<file path="src/rtl/step_pulse_pkg.sv">
// Shared types and default timing constants for the push-button step generator.
// Latency: n/a (types and constants only).
// Backpressure: none; consumers of step cannot stall it.
package step_pulse_pkg;

  // Press/auto-repeat FSM states; the encoding is fixed so it can be probed externally.
  typedef enum logic [1:0] {
    IDLE   = 2'd0,
    WAIT   = 2'd1,
    REPEAT = 2'd2
  } fsm_state_t;

  // Default timing, in core clock cycles.
  localparam int DEF_DEBOUNCE_CYCLES = 16;
  localparam int DEF_REPEAT_DELAY    = 64;
  localparam int DEF_REPEAT_PERIOD   = 16;

  // Elaboration-time helper for sizing the shared repeat timer.
  function automatic int max_int(input int a, input int b);
    return (a > b) ? a : b;
  endfunction

endpackage

</file>
<file path="src/rtl/step_pulse_gen_debounce.sv">
// Synchronizes a raw button level and accepts a new level only after it has been stable long enough.
// Latency: DEBOUNCE_CYCLES+1 edges from first sampled change to stable updating.
// Backpressure: none; free-running filter.
module btn_debounce
  import step_pulse_pkg::*;
#(
  parameter int DEBOUNCE_CYCLES = DEF_DEBOUNCE_CYCLES
) (
  input  logic clk,
  input  logic reset,
  input  logic btn_in,
  output logic stable
);

  // Counter only ever counts up to DEBOUNCE_CYCLES-1 before either clearing or committing,
  // so this width can never wrap.
  localparam int CW = $clog2(DEBOUNCE_CYCLES + 1);
  localparam logic [CW-1:0] CNT_LAST = CW'(DEBOUNCE_CYCLES - 1);

  logic          sync1;
  logic          sync2;
  logic [CW-1:0] cnt;

  // Two-flop synchronizer for the asynchronous button input.
  always_ff @(posedge clk or negedge reset) begin
    if (!reset) begin
      sync1 <= 1'b0;
      sync2 <= 1'b0;
    end else begin
      sync1 <= btn_in;
      sync2 <= sync1;
    end
  end

  // Count consecutive cycles where the synchronized level disagrees with the accepted level;
  // any agreement restarts the count, so short glitches never reach stable.
  always_ff @(posedge clk or negedge reset) begin
    if (!reset) begin
      stable <= 1'b0;
      cnt    <= '0;
    end else if (sync2 == stable) begin
      cnt <= '0;
    end else if (cnt == CNT_LAST) begin
      stable <= sync2;
      cnt    <= '0;
    end else begin
      cnt <= cnt + 1'b1;
    end
  end

endmodule

</file>
<file path="src/rtl/step_pulse_gen.sv">
// Turns a bouncing push-button into single-cycle step pulses with hold-to-repeat.
// Latency: first step DEBOUNCE_CYCLES+2 edges after the first high sample; repeats after REPEAT_DELAY then every REPEAT_PERIOD.
// Backpressure: none; en only masks step, the timing keeps running underneath.
module step_pulse_gen
  import step_pulse_pkg::*;
#(
  parameter int DEBOUNCE_CYCLES = DEF_DEBOUNCE_CYCLES,
  parameter int REPEAT_DELAY    = DEF_REPEAT_DELAY,
  parameter int REPEAT_PERIOD   = DEF_REPEAT_PERIOD
) (
  input  logic clk,
  input  logic reset,
  input  logic btn_in,
  input  logic en,
  output logic step,
  output logic held,
  output logic rpt_active
);

  // One timer serves both the initial delay and the repeat period, so it is sized for the larger.
  localparam int TW = $clog2(max_int(REPEAT_DELAY, REPEAT_PERIOD));
  localparam logic [TW-1:0] DELAY_LAST  = TW'(REPEAT_DELAY - 1);
  localparam logic [TW-1:0] PERIOD_LAST = TW'(REPEAT_PERIOD - 1);

  logic          stable;
  logic          stable_d;
  logic          rise;
  logic [TW-1:0] timer;
  fsm_state_t    state;

  btn_debounce #(
    .DEBOUNCE_CYCLES(DEBOUNCE_CYCLES)
  ) u_debounce (
    .clk    (clk),
    .reset  (reset),
    .btn_in (btn_in),
    .stable (stable)
  );

  assign held = stable;
  assign rise = stable && !stable_d;

  // Press/auto-repeat FSM. A release is checked before any timer expiry so a button let go
  // on the boundary never yields a late step. step defaults low, which together with
  // REPEAT_DELAY/REPEAT_PERIOD >= 2 keeps pulses at least one idle cycle apart.
  always_ff @(posedge clk or negedge reset) begin
    if (!reset) begin
      state      <= IDLE;
      timer      <= '0;
      step       <= 1'b0;
      rpt_active <= 1'b0;
      stable_d   <= 1'b0;
    end else begin
      stable_d <= stable;
      step     <= 1'b0;
      if (!stable) begin
        state      <= IDLE;
        timer      <= '0;
        rpt_active <= 1'b0;
      end else begin
        case (state)
          IDLE: begin
            rpt_active <= 1'b0;
            if (rise) begin
              step  <= en;
              timer <= '0;
              state <= WAIT;
            end
          end
          WAIT: begin
            if (timer == DELAY_LAST) begin
              step       <= en;
              timer      <= '0;
              state      <= REPEAT;
              rpt_active <= 1'b1;
            end else begin
              timer <= timer + 1'b1;
            end
          end
          REPEAT: begin
            rpt_active <= 1'b1;
            if (timer == PERIOD_LAST) begin
              step  <= en;
              timer <= '0;
            end else begin
              timer <= timer + 1'b1;
            end
          end
          default: begin
            state      <= IDLE;
            timer      <= '0;
            rpt_active <= 1'b0;
          end
        endcase
      end
    end
  end

endmodule
</file>
<file path="config.mk">
export PLATFORM = sky130hd
export DESIGN_NAME = step_pulse_gen
export DESIGN_NICKNAME = d
export VERILOG_FILES = /design/src/rtl/step_pulse_pkg.sv /design/src/rtl/step_pulse_gen_debounce.sv /design/src/rtl/step_pulse_gen.sv
export SDC_FILE = /design/constraint.sdc
export NUM_CORES = 1
export LEC_CHECK = 0
export CAP_MARGIN = 20
export CORE_MARGIN = 3
export CORE_UTILIZATION = 60
export DETAILED_ROUTE_END_ITERATION = 10
export MAX_ROUTING_LAYER = met4
export PLACE_DENSITY_LB_ADDON = 0.2
export SETUP_SLACK_MARGIN = 0.4
export SLEW_MARGIN = 20
export SYNTH_ARGS = -nofsm -noshare
export SYNTH_HDL_FRONTEND = slang
export SYNTH_HIERARCHICAL = 1
export SYNTH_SLANG_ARGS = --single-unit
</file>
<file path="constraint.sdc">
create_clock -name clk -period 3.1 [get_ports clk]
set_input_delay 0.62 -clock clk [delete_from_list [all_inputs] [get_ports clk]]
set_output_delay 0.62 -clock clk [all_outputs]
set_load 0.02 [all_outputs]
</file>
# == Word-level counts from Yosys, hierarchy flattened ==
# Cells that the tools add are included.
# classes
n_reduce_logical,5
n_addsub,2
n_eq_ne,9
n_bitwise,1
mux,19
# op_table
operator,n
$mux 6,4
$pmux 6 s3,1
$mux 5,2
$add 6x1->6 const B,1
$eq 6x4->1 const B,1
$eq 6x6->1 const B,1
$mux 1,6
$mux 2,3
$ne 3x3->1 const B,2
$pmux 2 s3,1
$add 5x1->5 const B,1
$eq 5x4->1 const B,1
$pmux 1 s3,1
$reduce_and 3->1,1
$eq 2x1->1 const B,1
$eq 2x2->1 const B,1
$logic_not 2->1,1
$ne 2x2->1 const B,1
$pmux 1 s2,1
$reduce_and 2->1,1
$eq 1x1->1,1
$logic_and 1x1->1,1
$logic_not 1->1,1
$not 1->1,1
# word_totals
wordCells,45
output_inout_bits,3
register_bits,19
inputBits,4

# == Longest topological paths before layout ==
# Gate-level depths: netlist of run 1.
# depth
ltp_word,5
ltp_mapped,7
mapped_depth_nobuf,6

# == Hierarchy ==
# Netlist of run 1, hierarchy kept.
# modules_own_cells
module,area_each_um2,seq_area_each_um2,cells_each,instances
step_pulse_gen,710.7,275.3,74,1
btn_debounce,311.5,200.2,23,1

# == Worst setup path after synthesis of run 1 ==
# OpenSTA, ideal clock, no wires.
# synth_path
path_kind,register to register
from,reg state[0]
to,reg timer[4]
n_path_buf,1
setup_ns,0.122
t_required_ns,2.978
stages_incl_launch_ff,8
slack_ns,1.591
period_less_slack_ns,1.509
arrival_ns,1.387
path_cell_list,dfrtp_1 > inv_1 > ha_1 > and3_1 > clkbuf_1 > nor3_1 > o221ai_1 > nand2_1
# synth_between
elab_chain_cells,3
elab_cells_between_ends,6
classes_between,eq/ne: 3; mux: 2; reduce/logical: 1
# synth_rtl
element,line,source
from (decl),step_pulse_gen.sv:29,fsm_state_t state;
from (signal assigned),step_pulse_gen.sv:48,state <= IDLE;
from (signal assigned),step_pulse_gen.sv:57,state <= IDLE;
from (signal assigned),step_pulse_gen.sv:67,state <= WAIT;
"$eq 2x2->1, or another cell as far along",step_pulse_gen.sv:61,case (state)
$pmux 6 s3,step_pulse_gen.sv:61,
$mux 6,step_pulse_gen.sv:56,if (!stable) begin
to (signal assigned),step_pulse_gen.sv:77,timer <= timer + 1'b1;
to (signal assigned),step_pulse_gen.sv:86,timer <= timer + 1'b1;
to (decl),step_pulse_gen.sv:28,logic [TW-1:0] timer;
# Parallel ways exist; a longest one is shown, timed or not.
# A chain may end at the register's enable or synchronous reset.

# == Worst setup path in the final report of run 1 ==
# layout_path
from,reg u_debounce.stable
to,out held
# layout_lines
element,line,source
from (decl),step_pulse_gen_debounce.sv:12,output logic stable
from (signal assigned),step_pulse_gen_debounce.sv:44,stable <= sync2;
to (decl),step_pulse_gen.sv:16,"output logic held,"
# No word-level cell between the ends.

==> flow_metrics.py, run 1 <==
metrics = {
    "cells_and_area": {
        "diodes": 0,
        "nFillCells": 118,
        "final_cell_mix": "19 x dfrtp_1, 9 x nand2_1, 7 x ha_1",
        "multi_input_area_sq_um": 509,
        "top_register": "timer",
        "syn_to_final_growth_pct": 7.96,
        "drive_gt1_share_pct": 10.7,
        "top_regs": "timer (6), u_debounce/cnt (5), state (2)",
        "layout_commonest_cell": "dfrtp_1",
        "nets": 115,
        "regArea_sq_um": 475,
        "largest_reg_flops": 6,
    },
    "hold_path": {
        "hold_path_class": "register to register",
    },
    "critical_path": {
        "crit_type": "register to primary output",
        "cp_num_buf_inv": 1,
        "critPathTopFamily": "buffers and inverters",
        "cp_slowest_cell": "clkdlybuf4s50_1",
        "cp_max_fo": 10,
        "cp-end-kind": "primary output",
        "max_stage_delay_ns": 0.65,
        "arrival_ns": 1.46,
        "crit_chain": "clkdlybuf4s50_1",
        "crit_required_ns": 2.48,
        "startpoint_type": "register",
    },
    "logic_synthesis": {
        "yosys_warnings": 6,
        "synth_fp_nets": 108,
        "ys_types": 40,
        "synth_flop_cell": "dfrtp_1",
        "syn_area_sq_um": 1020,
        "syn_inst": 97,
        "async_flop_share_pct": 100,
        "synth.avg_cell_area_sq_um": 10.5,
        "ys_seq_area_share_pct": 46.5,
        "synth_enable_flop_cells": 0,
        "ys_ff_latch": 19,
    },
    "run_status": {
        "status": "complete, no violations",
    },
    "job": {
        "maxCapViolations": 0,
    },
    "floorplan": {
        "coreArea_sq_um": 1560,
        "die_x_um": 47.3,
        "rows": 14,
        "dieArea_sq_um": 2230,
        "io_pins": 7,
        "start_util_pct": 65.6,
        "die_h_um": 47.3,
    },
    "global_route": {
        "grt_max_degree": 20,
        "gr-total-overflow": 0,
        "antenna_found_initial": 0,
        "grt_pass1_wl_um": 2820,
        "grt_pass1_vias": 643,
        "grt_usage_pct": 19.0,
    },
    "power_and_ir_drop": {
        "finalPower_uw": 398,
        "power_density_nw_per_um2": 361,
        "ir_drop_uv": 223,
        "power.leakage_uw": 0.000518,
    },
    "sta": {
        "fmax_mhz": 480,
        "skew_ns": 0.00720,
        "slew_violations": 0,
        "rsz0062_at_grt": "no",
        "relSlewSlack_pct": 45.8,
        "fin_crit_ns": 2.08,
        "tightestPinTransition_ns": 0.811,
        "finalHoldViolCount": 0,
        "setup_violations": 0,
        "tns_ns": 0,
        "fin_crit_sh_pct": 67.2,
    },
    "clock_network": {
        "post_cts_buffers": 0,
        "cts_tree": "built",
        "ctsResizeCount": 0,
        "cts_buffer_depth": 2,
        "cts_hold_buffers": 0,
        "htree_levels": 1,
        "cts_sinks": 19,
        "clk_latency_ns": 0.31,
        "root_buffer": "clkbuf_4",
        "cts_inserted_buffers": 3,
        "cts.clk_slew.worst_paths_ns": 0.11,
    },
    "routing": {
        "post_drt_wl_per_cell_um": 14.0,
        "via_count": 727,
        "firstDrtPassIters": 4,
        "drt_iter0_markers": 13,
        "drc": 0,
        "drt_wl_total_um": 1660,
        "vias_per_cell": 6.11,
        "drtAntennaViolNets": 0,
    },
    "place": {
        "port-buffer-count": 6,
        "place.gp.congestion": 0.814,
        "place_hpwl_um": 1170,
    },
}
==> area by class of cell <==
| type | instances | share of cell area [%] |
|---|---|---|
| multi-input cells | 71 | 46.1 |
| flip-flops and latches | 19 | 43.1 |
| repair buffers | 6 | 5.44 |
| clock buffers | 3 | 2.04 |
| well taps | 16 | 1.81 |
| inverters | 3 | 1.02 |
| clock inverters | 1 | 0.454 |
==> per-stage QoR <==
stage / util, % / worst slack (ns) / std cells / area, sq um / hold slack, ns
after floorplan: - / 1.59 / 97 / 1020 / 0.324
after global placement: 69.0 / 1.37 / 115 / 1080 / 0.342
after detailed placement: 69.0 / 1.35 / 115 / 1080 / 0.346
after CTS: 70.8 / 1.00 / 119 / 1100 / 0.370
after global routing: 70.8 / 0.945 / 119 / 1100 / 0.375
final: 70.8 / 1.02 / 119 / 1100 / 0.367
==> routing by layer <==
layer / part of all wire (%) / wire (um) / track usage [%] / vias up
met5: 0 / 0 / - / -
met4: 2.1 / 35 / 10.5 / 0
met3: 4.0 / 66 / 4.60 / 5
met2: 42 / 693 / 25.9 / 14
met1: 52 / 869 / 25.4 / 344
li1: - / - / - / 364
==> report_power, final <==
| part | switching (uW) | internal [uW] | total [uW] | leakage (uW) |
|---|---|---|---|---|
| combinational | 8.60 | 6.85 | 15.5 | 0.000242 |
| clock | 79.3 | 48.2 | 127 | 0.0000177 |
| sequential | 3.10 | 252 | 255 | 0.000258 |
==> synthesized netlist by cell type, types with 2 or more instances <==
master    instances  area share (%)
dfrtp_1          19              47
o211ai_1          5             3.7
nand3_1           6             2.9
ha_1              7             8.6
nor2_1            3             1.1
o21ai_0           3             1.5
and2_1            3             1.8
nor3_1            2            0.98
nand2_1           9             3.3
nor2b_1           2             1.2
o221ai_1          2             1.7
inv_1             3             1.1
nor2_2            2             1.2
xor2_1            3             2.6
nor3b_1           2             1.5
clkbuf_1          2            0.73
==> final timing paths <==
| check | start | to | slack, ns | depth (start not counted) |
|---|---|---|---|---|
| worst min register to register | u_debounce/sync1$_DFF_PN0_ | u_debounce/sync2$_DFF_PN0_ | 0.37 | 0 |
| max in group asynchronous | reset | timer[1]$_DFFE_PN0N_ | 1.82 | 1 |
| min in group asynchronous | reset | timer[5]$_DFFE_PN0N_ | 0.77 | 1 |
| worst max-delay path | u_debounce/stable$_DFFE_PN0P_ | held | 1.02 | 1 |
| worst min-delay path | u_debounce/sync1$_DFF_PN0_ | u_debounce/sync2$_DFF_PN0_ | 0.37 | 0 |
| worst max register to register | state[0]$_DFFE_PN0P_ | state[1]$_DFFE_PN0P_ | 1.42 | 5 |
==> kinds of logic after synthesis <==
logic type	synth area share [%]
buffers and inverters	3.67
muxes	2.08
DFF	46.5
and+or+nand+nor	21.5
xor gates and xnor gates	2.57
AOI/OAI and AO/OA	15.1
adders and majority gates	8.57
(Power assumes the default switching activity.)
==> run 2: changes to the inputs <==
Settings changed: CORE_UTILIZATION 60 to 51.
Clock period 3.1 ns to 1.82 ns, I/O delays scaled along.
==> run 2 against run 1 <==
Net effect: critical path type is now register to register; power up 71%; wire length grew 34%; critical path depth up 4; critical endpoint is now state[0]$_DFFE_PN0P_.
==> flow_metrics.py, run 2 (same netlist as run 1, synthesis figures left out) <==
metrics = {
    "run_status": {
        "status": "complete, no violations",
    },
    "floorplan": {
        "die_h_um": 50.8,
        "start_util_pct": 56.7,
        "dieArea_sq_um": 2580,
        "coreArea_sq_um": 1800,
        "die_x_um": 50.8,
        "rows": 15,
        "io_pins": 7,
    },
    "cells_and_area": {
        "layout_commonest_cell": "dfrtp_1",
        "diodes": 0,
        "utilization_pct": 73.2,
        "top_register": "timer",
        "regArea_sq_um": 479,
        "syn_to_final_growth_pct": 29.0,
        "nets": 131,
        "multi_input_area_sq_um": 599,
        "final_cell_mix": "16 x dfrtp_1, 14 x buf_4, 9 x nand2_1",
        "drive_gt1_share_pct": 38.7,
        "top_regs": "timer (6), u_debounce/cnt (5), state (2)",
        "largest_reg_flops": 6,
        "nFillCells": 136,
        "design_area_sq_um": 1320,
    },
    "routing": {
        "firstDrtPassIters": 4,
        "drtAntennaViolNets": 0,
        "drc": 0,
        "post_drt_wl_per_cell_um": 15.5,
        "drt_wl_total_um": 2230,
        "via_count": 855,
        "vias_per_cell": 5.94,
        "drt_iter0_markers": 17,
    },
    "clock_network": {
        "cts.clk_slew.worst_paths_ns": 0.11,
        "cts_buffer_depth": 2,
        "cts_inserted_buffers": 3,
        "clk_latency_ns": 0.30,
        "root_buffer": "clkbuf_4",
        "cts_tree": "built",
        "htree_levels": 1,
        "cts_sinks": 19,
    },
    "sta": {
        "fin_crit_sh_pct": 81.2,
        "finalHoldViolCount": 0,
        "fin_crit_ns": 1.48,
        "tightestPinTransition_ns": 0.336,
        "layout_setup_ws_ns": 0.343,
        "skew_ns": 0.00567,
        "relSlewSlack_pct": 77.6,
        "setup_violations": 0,
        "slew_violations": 0,
        "rsz0062_at_grt": "yes",
        "fmax_mhz": 677,
        "tns_ns": 0,
    },
    "job": {
        "maxCapViolations": 0,
    },
    "global_route": {
        "gr-total-overflow": 0,
        "grt_max_degree": 20,
        "grt_pass1_wl_um": 3640,
        "antenna_found_initial": 0,
        "grt_usage_pct": 19.5,
        "grt_pass1_vias": 852,
    },
    "power_and_ir_drop": {
        "power_density_nw_per_um2": 516,
        "ir_drop_uv": 434,
        "power.leakage_uw": 0.000601,
    },
    "critical_path": {
        "startpoint": "state[0]$_DFFE_PN0P_",
        "cp_max_fo": 7,
        "crit_type": "register to register",
        "timing.rr.start": "state[0]$_DFFE_PN0P_",
        "rrSetupSlack_ns": 0.34,
        "crit_required_ns": 2.06,
        "r2r-end": "state[0]$_DFFE_PN0P_",
        "reg2reg_depth": 5,
        "crit_path_end": "state[0]$_DFFE_PN0P_",
        "startpoint_type": "register",
        "arrival_ns": 1.72,
        "cp-end-kind": "register",
    },
    "place": {
        "place_hpwl_um": 1260,
        "place.gp.congestion": 0.831,
        "post_dp_cell_area_sq_um": 1100,
        "port-buffer-count": 6,
        "dp_slack_ns": 0.195,
    },
    "hold_path": {
        "hold_path_class": "register to register",
    },
}
==> run 2: cell count changes in the layout (fill, tap and decap cells not counted), moves of 2 or more <==
cell / change
buf_4: +14
ha_1: -4
clkdlybuf4s50_1: -3
dfrtp_1: -3
dfrtp_2: +3
ha_4: +3
inv_1: -2
inv_2: +2
nand3_1: -2
nand3_2: +2
==> run 2: area by class of cell <==
type / instances / share of cell area (%)
Tap cell: 25 / 2.37
Timing Repair Buffer: 21 / 12.9
Sequential cell: 19 / 36.3
Clock buffer: 3 / 1.71
Multi-Input combinational cell: 72 / 45.4
Clock inverter: 1 / 0.380
Inverter: 3 / 0.854
==> run 2: power breakdown <==
| group | total [uW] | leakage, uW | switching, uW | internal (uW) |
|---|---|---|---|---|
| Combinational | 28.8 | 0.000330 | 15.5 | 13.3 |
| Clock | 217 | 0.0000177 | 135 | 81.8 |
| Sequential | 435 | 0.000253 | 5.20 | 430 |
| Total | 680 | 0.000601 | 155 | 525 |
==> run 2: per-layer routing <==
metal | wire, um | vias up | track usage [%] | share of wire (%)
li1 | - | 398 | - | -
met1 | 981 | 429 | 21.7 | 44
met5 | 0 | - | - | 0
met4 | 46 | 0 | 10.8 | 2.1
met2 | 1120 | 22 | 32.6 | 50
met3 | 77 | 6 | 3.86 | 3.5
==> run 2: what timing repair did <==
action                                  in CTS  in global routing
cloned                                       1                  0
hold buffers                                 0                  0
setup buffers                               10                  4
endpoints found under the setup margin      13                 12
pin swaps                                    8                  6
gates resized for setup                     18                 13
==> run 2: worst min-delay path by stage <==
stage | start | to | slack (ns) | cells past startpoint
after CTS | u_debounce/sync1$_DFF_PN0_ | u_debounce/sync2$_DFF_PN0_ | 0.37 | 0
final | u_debounce/sync1$_DFF_PN0_ | u_debounce/sync2$_DFF_PN0_ | 0.37 | 0
after detailed placement | u_debounce/sync1$_DFF_PN0_ | u_debounce/sync2$_DFF_PN0_ | 0.35 | 0
after global routing | reset | timer[1]$_DFFE_PN0N_ | 0.38 | 2
after floorplan | reset | rpt_active$_DFFE_PN0P_ | 0.07 | 0
after global placement | u_debounce/sync1$_DFF_PN0_ | u_debounce/sync2$_DFF_PN0_ | 0.34 | 0
==> run 2: metrics by stage <==
step	total power, uW	hold slack (ns)	instances
2_1_floorplan	453	0.0684	97
3_3_place_gp	472	0.340	125
3_5_place_dp	472	0.345	125
4_1_cts	693	0.373	140
5_1_grt	712	0.384	144
6_report	680	0.371	144
==> run 2: critical path, stage by stage (launching register included) <==
cell and delay, ns:
dfrtp_1 0.42, buf_4 0.15, ha_4 0.18, o21a_4 0.14
or3b_4 0.40, a21boi_2 0.12
==> run 3: changes to the inputs <==
Clock period 1.82 ns to 1.29 ns, I/O delays scaled along.
==> run 3 against run 2 <==
Net effect: register-to-register slack lost 0.55 ns; first-iteration DRC count grew 24%; power grew 46%; combinational power grew 120%; sequential cell count is the same; critical path depth grew 1; the flow now finishes with violations (negative setup slack); clock skew is essentially flat; sequential power grew 43%; fmax shrank 1.1%; die area is the same; count of clock-buffer cells in the layout is the same; sequential share of layout area shrank 6.0 points.
==> flow_metrics.py, run 3 (same netlist as run 1, synthesis figures left out) <==
metrics = {
    "run_status": {
        "status": "complete, but fails checks",
        "violations": "negative setup slack",
    },
    "routing": {
        "drt_wl_total_um": 2790,
        "drc": 0,
        "drtAntennaViolNets": 0,
        "drt_iter0_markers": 21,
        "via_count": 951,
        "post_drt_wl_per_cell_um": 17.0,
        "firstDrtPassIters": 4,
        "vias_per_cell": 5.80,
    },
    "sta": {
        "finalHoldViolCount": 0,
        "layout_setup_ws_ns": -0.204,
        "fin_crit_sh_pct": 116,
        "hold_slack_ns": 0.280,
        "slew_violations": 0,
        "setup_violations": 10,
        "tightestPinTransition_ns": 0.307,
        "relSlewSlack_pct": 79.4,
        "skew_ns": 0.00538,
        "rsz0062_at_grt": "yes",
        "fmax_mhz": 670,
        "fin_crit_ns": 1.49,
    },
    "critical_path": {
        "crit_chain": "inv_4, ha_4, and3_4, nor3_1, o221ai_1, nand2_1",
        "arrival_ns": 1.74,
        "crit_type": "register to register",
        "max_stage_delay_ns": 0.44,
        "timing.rr.start": "state[1]$_DFFE_PN0P_",
        "crit_required_ns": 1.53,
        "cp_max_fo": 7,
        "cp_slowest_cell": "dfrtp_2",
        "startpoint_type": "register",
        "cp_num_buf_inv": 1,
        "crit_cells": 6,
        "rrSetupSlack_ns": -0.20,
        "r2r-end": "timer[4]$_DFFE_PN0N_",
        "critPathTopFamily": "simple AND/OR/NAND/NOR gates",
        "reg2reg_depth": 6,
        "cp-end-kind": "register",
    },
    "place": {
        "dpl.cell_count": 146,
        "place.gp.congestion": 0.802,
        "place_hpwl_um": 1550,
        "port-buffer-count": 6,
    },
    "power_and_ir_drop": {
        "ir_drop_uv": 642,
        "power_density_nw_per_um2": 630,
        "power.leakage_uw": 0.000728,
    },
    "floorplan": {
        "die_x_um": 50.8,
        "coreArea_sq_um": 1800,
        "die_h_um": 50.8,
        "io_pins": 7,
        "dieArea_sq_um": 2580,
        "start_util_pct": 56.7,
        "rows": 15,
    },
    "global_route": {
        "grt_pass1_vias": 944,
        "gr-total-overflow": 0,
        "grt_pass1_wl_um": 4370,
        "grt_usage_pct": 23.2,
        "antenna_found_initial": 0,
        "grt_max_degree": 20,
    },
    "clock_network": {
        "cts_tree": "built",
        "root_buffer": "clkbuf_4",
        "htree_levels": 1,
        "cts_buffer_depth": 2,
        "cts.clk_slew.worst_paths_ns": 0.12,
        "cts_hold_buffers": 0,
        "cts_sinks": 19,
        "cts_inserted_buffers": 3,
        "clk_latency_ns": 0.30,
    },
    "cells_and_area": {
        "drive_gt1_share_pct": 51.1,
        "diodes": 0,
        "final_cell_mix": "31 x buf_4, 17 x dfrtp_1, 9 x nand2_1",
        "top_regs": "timer (6), u_debounce/cnt (5), state (2)",
        "finalNonFillerCells": 164,
        "nets": 151,
        "syn_to_final_growth_pct": 54.0,
        "utilization_pct": 87.4,
        "largest_reg_flops": 6,
        "top_register": "timer",
        "layout_commonest_cell": "buf_4",
    },
    "hold_path": {
        "hold_path_class": "input port to async pin",
    },
    "job": {
        "maxCapViolations": 0,
    },
}
run 3: report_power, final:
part	leakage [uW]	total, uW	internal, uW	switching [uW]
registers	0.000255	620	606	13.4
clock network	0.0000177	310	116	194
logic	0.000456	62.7	33.7	29.0
run 3: layout make-up:
cell class	count	area, sq um
clock buffer	3	22.5
clock inverter	1	5.00
fill	96	228
inverter	3	13.8
multi-input combinational	71	671
sequential	19	478
tap	25	31.3
timing repair buffer	42	353
run 3: metal layers:
metal	part of all wire [%]	up-vias	global-route usage, %
met5	0	-	-
met4	3.5	0	8.52
met3	4.5	8	2.37
met2	50	36	37.8
met1	42	471	30.1
li1	-	436	-
run 3: timing repair:
item / CTS / global route
resized for setup: 29 / 14
setup endpoints to repair: 19 / 19
gates cloned: 0 / 0
setup buffers: 9 / 5
pin swaps: 6 / 7
run 3: how the worst max path moves through the flow:
| stage | startpoint | end | slack [ns] |
|---|---|---|---|
| floorplan | timer[0]$_DFFE_PN0N_ | state[0]$_DFFE_PN0P_ | -0.1 |
| global placement | state[0]$_DFFE_PN0P_ | state[0]$_DFFE_PN0P_ | -0.16 |
| detailed placement | state[1]$_DFFE_PN0P_ | state[0]$_DFFE_PN0P_ | -0.23 |
| CTS | state[1]$_DFFE_PN0P_ | state[1]$_DFFE_PN0P_ | -0.15 |
| global route | timer[1]$_DFFE_PN0N_ | timer[2]$_DFFE_PN0N_ | -0.27 |
| finish | state[1]$_DFFE_PN0P_ | timer[4]$_DFFE_PN0N_ | -0.20 |
run 3: metrics by stage:
| stage | TNS [ns] | power (uW) | worst slack, ns | cell area (sq um) |
|---|---|---|---|---|
| after global placement | -1.03 | 666 | -0.160 | 1300 |
| after CTS | -1.13 | 977 | -0.150 | 1450 |
| after global routing | -2.20 | 1040 | -0.267 | 1570 |
| final | -1.47 | 992 | -0.204 | 1570 |
| after floorplan | -0.416 | 640 | -0.0989 | 1090 |
| after detailed placement | -1.60 | 667 | -0.229 | 1300 |
